===== config.mk =====
export PLATFORM = sky130hd
export DESIGN_NAME = regfile_scoreboard
export DESIGN_NICKNAME = d
export VERILOG_FILES = /design/src/rtl/rf_pkg.sv /design/src/rtl/rf_read_port.sv /design/src/rtl/regfile_scoreboard.sv
export SDC_FILE = /design/constraint.sdc
export NUM_CORES = 2
export LEC_CHECK = 0
export CAP_MARGIN = 20
export CORE_AREA = 2 2 330 332
export DETAILED_ROUTE_END_ITERATION = 12
export DIE_AREA = 0 0 332 334
export PLACE_DENSITY = 0.72
export SYNTH_ARGS = -nofsm -noshare
export SYNTH_HDL_FRONTEND = slang
export SYNTH_SLANG_ARGS = --single-unit
export TNS_END_PERCENT = 20

===== constraint.sdc =====
create_clock -name clock -period 47.6 [get_ports clock]
set_input_delay 4.76 -clock clock [delete_from_list [all_inputs] [get_ports clock]]
set_output_delay 4.76 -clock clock [all_outputs]
set_load 0.005 [all_outputs]

===== src/rtl/rf_pkg.sv =====
// Shared defaults and index helpers for the scoreboarded register file.
package rf_pkg;

  localparam int unsigned DATA_W_DEF = 32;
  localparam int unsigned ADDR_W_DEF = 5;
  localparam int unsigned REG_ZERO   = 0;

  typedef logic [ADDR_W_DEF-1:0] reg_idx_t;

endpackage


===== src/rtl/rf_read_port.sv =====
// One asynchronous read port: zero-register masking, write bypass and busy qualification.
module rf_read_port
  import rf_pkg::*;
#(
  parameter int unsigned DATA_W = DATA_W_DEF,
  parameter int unsigned ADDR_W = ADDR_W_DEF,
  parameter int unsigned BYPASS = 1
) (
  input  logic [ADDR_W-1:0] addr,
  input  logic [DATA_W-1:0] stored,
  input  logic              stored_busy,
  input  logic              write_enable,
  input  logic [ADDR_W-1:0] write_reg,
  input  logic [DATA_W-1:0] write_data,
  output logic [DATA_W-1:0] data,
  output logic              busy
);

  logic nonzero;
  logic fwd;

  assign nonzero = (addr != ADDR_W'(REG_ZERO));
  assign fwd     = (BYPASS != 0) && write_enable && (write_reg == addr) && nonzero;

  always_comb begin
    data = stored;
    if (!nonzero) begin
      data = '0;
    end else if (fwd) begin
      data = write_data;
    end
  end

  // A forwarded writeback already satisfies the pending write for this reader.
  assign busy = stored_busy && nonzero && !fwd;

endmodule


===== src/rtl/regfile_scoreboard.sv =====
// Register file with same-cycle write bypass and a per-register busy scoreboard
// (reserved at issue, released at writeback) plus a count of pending registers.
module regfile_scoreboard
  import rf_pkg::*;
#(
  parameter int unsigned DATA_W    = DATA_W_DEF,
  parameter int unsigned ADDR_W    = ADDR_W_DEF,
  parameter int unsigned N_READ    = 2,
  parameter int unsigned BYPASS    = 1,
  parameter int unsigned DEBUG_REG = 3
) (
  input  logic                     clock,
  input  logic                     ctrl_reset,
  input  logic                     ctrl_writeEnable,
  input  logic [ADDR_W-1:0]        ctrl_writeReg,
  input  logic [DATA_W-1:0]        data_writeReg,
  input  logic [N_READ*ADDR_W-1:0] ctrl_readReg,
  output logic [N_READ*DATA_W-1:0] data_readReg,
  output logic [N_READ-1:0]        read_busy,
  input  logic                     ctrl_issueEnable,
  input  logic [ADDR_W-1:0]        ctrl_issueReg,
  output logic                     issue_stall,
  output logic [ADDR_W:0]          pending_count,
  output logic [DATA_W-1:0]        debugOut
);

  localparam int unsigned DEPTH = 1 << ADDR_W;

  logic [DATA_W-1:0] regs [DEPTH];
  logic [DEPTH-1:0]  busy;
  logic [ADDR_W:0]   count;

  logic wr_ok;
  logic is_ok;
  logic same_reg;
  logic set_busy;
  logic inc;
  logic dec;

  assign wr_ok    = ctrl_writeEnable && (ctrl_writeReg != ADDR_W'(REG_ZERO));
  assign is_ok    = ctrl_issueEnable && (ctrl_issueReg != ADDR_W'(REG_ZERO));
  assign same_reg = wr_ok && (ctrl_writeReg == ctrl_issueReg);

  // WAW hazard unless the pending write retires in this very cycle.
  assign issue_stall = is_ok && busy[ctrl_issueReg] && !same_reg;
  assign set_busy    = is_ok && !issue_stall;

  // Re-issue of a register retiring this cycle leaves the count unchanged.
  assign inc = set_busy && !busy[ctrl_issueReg];
  assign dec = wr_ok && busy[ctrl_writeReg] && !(set_busy && same_reg);

  // Storage; index 0 is never written and stays at its reset value.
  always_ff @(posedge clock or posedge ctrl_reset) begin
    if (ctrl_reset) begin
      for (int i = 0; i < int'(DEPTH); i++) begin
        regs[i] <= '0;
      end
    end else if (wr_ok) begin
      regs[ctrl_writeReg] <= data_writeReg;
    end
  end

  // Scoreboard: clear at writeback, then set at issue so set wins on a collision.
  always_ff @(posedge clock or posedge ctrl_reset) begin
    if (ctrl_reset) begin
      busy  <= '0;
      count <= '0;
    end else begin
      if (wr_ok) begin
        busy[ctrl_writeReg] <= 1'b0;
      end
      if (set_busy) begin
        busy[ctrl_issueReg] <= 1'b1;
      end
      if (inc && !dec) begin
        count <= count + (ADDR_W+1)'(1);
      end else if (dec && !inc) begin
        count <= count - (ADDR_W+1)'(1);
      end
    end
  end

  assign pending_count = count;
  assign debugOut      = regs[ADDR_W'(DEBUG_REG)];

  for (genvar g = 0; g < int'(N_READ); g++) begin : g_read
    logic [ADDR_W-1:0] addr;
    assign addr = ctrl_readReg[g*ADDR_W +: ADDR_W];

    rf_read_port #(
      .DATA_W (DATA_W),
      .ADDR_W (ADDR_W),
      .BYPASS (BYPASS)
    ) u_port (
      .addr         (addr),
      .stored       (regs[addr]),
      .stored_busy  (busy[addr]),
      .write_enable (ctrl_writeEnable),
      .write_reg    (ctrl_writeReg),
      .write_data   (data_writeReg),
      .data         (data_readReg[g*DATA_W +: DATA_W]),
      .busy         (read_busy[g])
    );
  end

endmodule


==> flow_summary.yaml <==
status:
  status: "complete, no violations"
grt:
  grt_pass1_vias: 40511
  grt_max_degree: 186
  grt_first_pass_wirelength_um: 286000
  grtUsageTotal_pct: 35.2
  grt-ovfl-total: 0
  antenna_found_initial: 8
min_path:
  min-delay-path-class: "flop to flop"
  whs_path_depth: 0
drt:
  routed_via_density: 7.28
  routed_wl_um: 195000
  firstDrtPassIters: 8
  wl_per_cell_um: 34.7
  ant_nets: 0
  remaining_drc_errors: 0
  vias: 40978
  drt_iter0_markers: 5513
logic_synthesis:
  syn_inst: 4225
  async_reset_ff_share_pct: 100
  synth_edf_count: 0
  synth_area_leaders: "dfrtp_1, mux2_2, mux4_2"
  synth_top_cell_area_share_pct: 45.4
  synth_nets: 4287
  synth-seq-cells: 1062
  synth_area_per_cell_um2: 13.8
  yosys.area.top_type: "dfrtp_1"
  ys_types: 65
  syn_area_um2: 58500
  ys_seq_area_share_pct: 45.4
  synthFlopType: "dfrtp_1"
  yosysWarnings: 0
place:
  hpwl_um: 114000
  numPortBuffers: 160
  dpl.cell_count: 5402
  gp_congestion: 0.878
  postPlaceCellArea_um2: 60600
clock_network:
  clock_path_buffers: 3
  cts.sinks: 1062
  cts-root-buf: "clkbuf_16"
  cts_buffers: 112
  cts_tree: "done"
  cts_max_level: 3
  cts-resized-gates: 0
  cts.clk_slew.worst_paths_ns: 0.06
  clk_latency_ns: 0.72
  cts_hold_buf: 0
  postCtsSetupRepairBufs: 0
setup_path:
  cp_data_arrival_time_ns: 9.90
  critPathRequiredTime_ns: 42.84
  endpoint_kind: "primary output"
  crit_path_start_kind: "primary input"
  cp_max_fo: 56
  crit_type: "primary input to primary output"
  worst-r2r-cell-count: 12
cells_and_area:
  stdcell_count: 5625
  final_common_cell: "dfrtp_1"
  drive_gt1_share_pct: 43.2
  postLayoutCellArea_um2: 64600
  finalNetCount: 4178
  final_cell_mix: "dfrtp_1, mux2_2, mux4_2, mux2i_1, clkdlybuf4s50_1"
  synthToLayoutAreaGrowth_pct: 10.4
timing:
  min_period_ns: 14.66
  skew_ns: 0.0128
  drv_slew: 0
  hold_viol: 0
  finalSetupViolations: 0
  timing.hold.ws_ns: 0.401
  post-route-period-util_pct: 30.8
  maxClockFrequency_mhz: 68.2
  final.setup.tns_ns: 0
  worst_slew_pin_slew_ns: 1.26
  max-slew-margin-rel_pct: 15.2
  rsz0062_at_grt: "no"
run:
  drv_cap: 0
floorplanning:
  num_io_pins: 161
  die_w_um: 332
  core_area_um2: 108000
  num_rows: 121
  die_area_um2: 111000
  die_height_um: 334
  initial_core_util_pct: 54.3
power_and_ir_drop:
  power_density_nw_per_um2: 42.0
  ir_drop_mv: 0.0299
  p_leak_nw: 27.5
==> cells in the mapped netlist, drive strengths merged (15+ instances only) <==
library cell and instances:
o311a 23, a221o 30, o22ai 50, clkbuf 262, nand2 103, mux2i 208, nor2 118, a22oi 81
inv 15, o22a 56, buf 250, o221ai 28, a221oi 42, dfrtp 1062, a31oi 30, mux2 1023
nor3 38, mux4 425, o21ai 135, o211ai 28, nand3 64
==> power by group <==
| group | switching, mW | internal [mW] |
|---|---|---|
| clock network | 0.381 | 0.501 |
| logic | 0.251 | 0.352 |
| registers | 0.149 | 1.08 |
==> registers in the layout (all words and copies together) (netlist names) <==
signal         count
regs             992
debugOut          32
busy              32
pending_count      6
==> final timing paths <==
| path | start | endpoint | slack, ns |
|---|---|---|---|
| worst max-delay path | ctrl_readReg[0] | data_readReg[10] | 32.94 |
| worst min-delay path | regs[992] | regs[992] | 0.40 |
| worst max register to register | busy[24] | pending_count[5] | 43.69 |
| worst min register to register | regs[992] | regs[992] | 0.40 |
| max in group asynchronous | ctrl_reset | regs[163] | 38.81 |
| min in group asynchronous | ctrl_reset | regs[33] | 4.60 |
==> cell families after synthesis <==
| logic type | synth area share [%] |
|---|---|
| multiplexers | 39.6 |
| XOR/XNOR | 0.300 |
| AND/OR/NAND/NOR | 3.11 |
| flip-flops | 45.4 |
| adder cells (fa/ha/maj) | 0.141 |
| buffers and inverters | 4.33 |
| AO/OA/AOI/OAI | 7.03 |
==> final cells by class <==
cell class | count | area [µm²]
flip-flops and latches | 1062 | 26600
fillers | 8242 | 43200
multi-input cells | 2635 | 29600
inverters | 16 | 67.6
diodes | 5 | 12.5
repair buffers | 289 | 2860
clock buffers | 163 | 3220
well taps | 1414 | 1770
clock inverters | 41 | 428
==> critical path, stage by stage <==
cell             delay, ns
buf_8                 0.48
buf_4                 0.80
buf_4                 0.75
buf_4                 0.84
mux2_2                0.30
o221ai_1              0.11
o311a_1               0.39
nor3_1                0.69
clkdlybuf4s50_1       0.65
==> per-layer routing <==
layer / vias to the layer above / part of all wire, % / track usage (%)
met2: 2601 / 45 / 52.7
met1: 21674 / 38 / 47.9
met5: - / 0.034 / 0
li1: 16074 / - / -
met4: 10 / 5.3 / 16.4
met3: 619 / 11 / 9.86
==> through the flow <==
step / power [mW] / setup WS, ns / utilization [%]
3_5_place_dp: 1.82 / 32.91 / 56.2
5_1_grt: 2.81 / 32.62 / 59.9
2_1_floorplan: 1.63 / 12.95 / -
3_3_place_gp: 1.80 / 32.83 / 56.2
4_1_cts: 2.70 / 32.90 / 59.6
6_report: 2.71 / 32.94 / 59.9
Note: power is estimated with default switching activity, not from simulation.
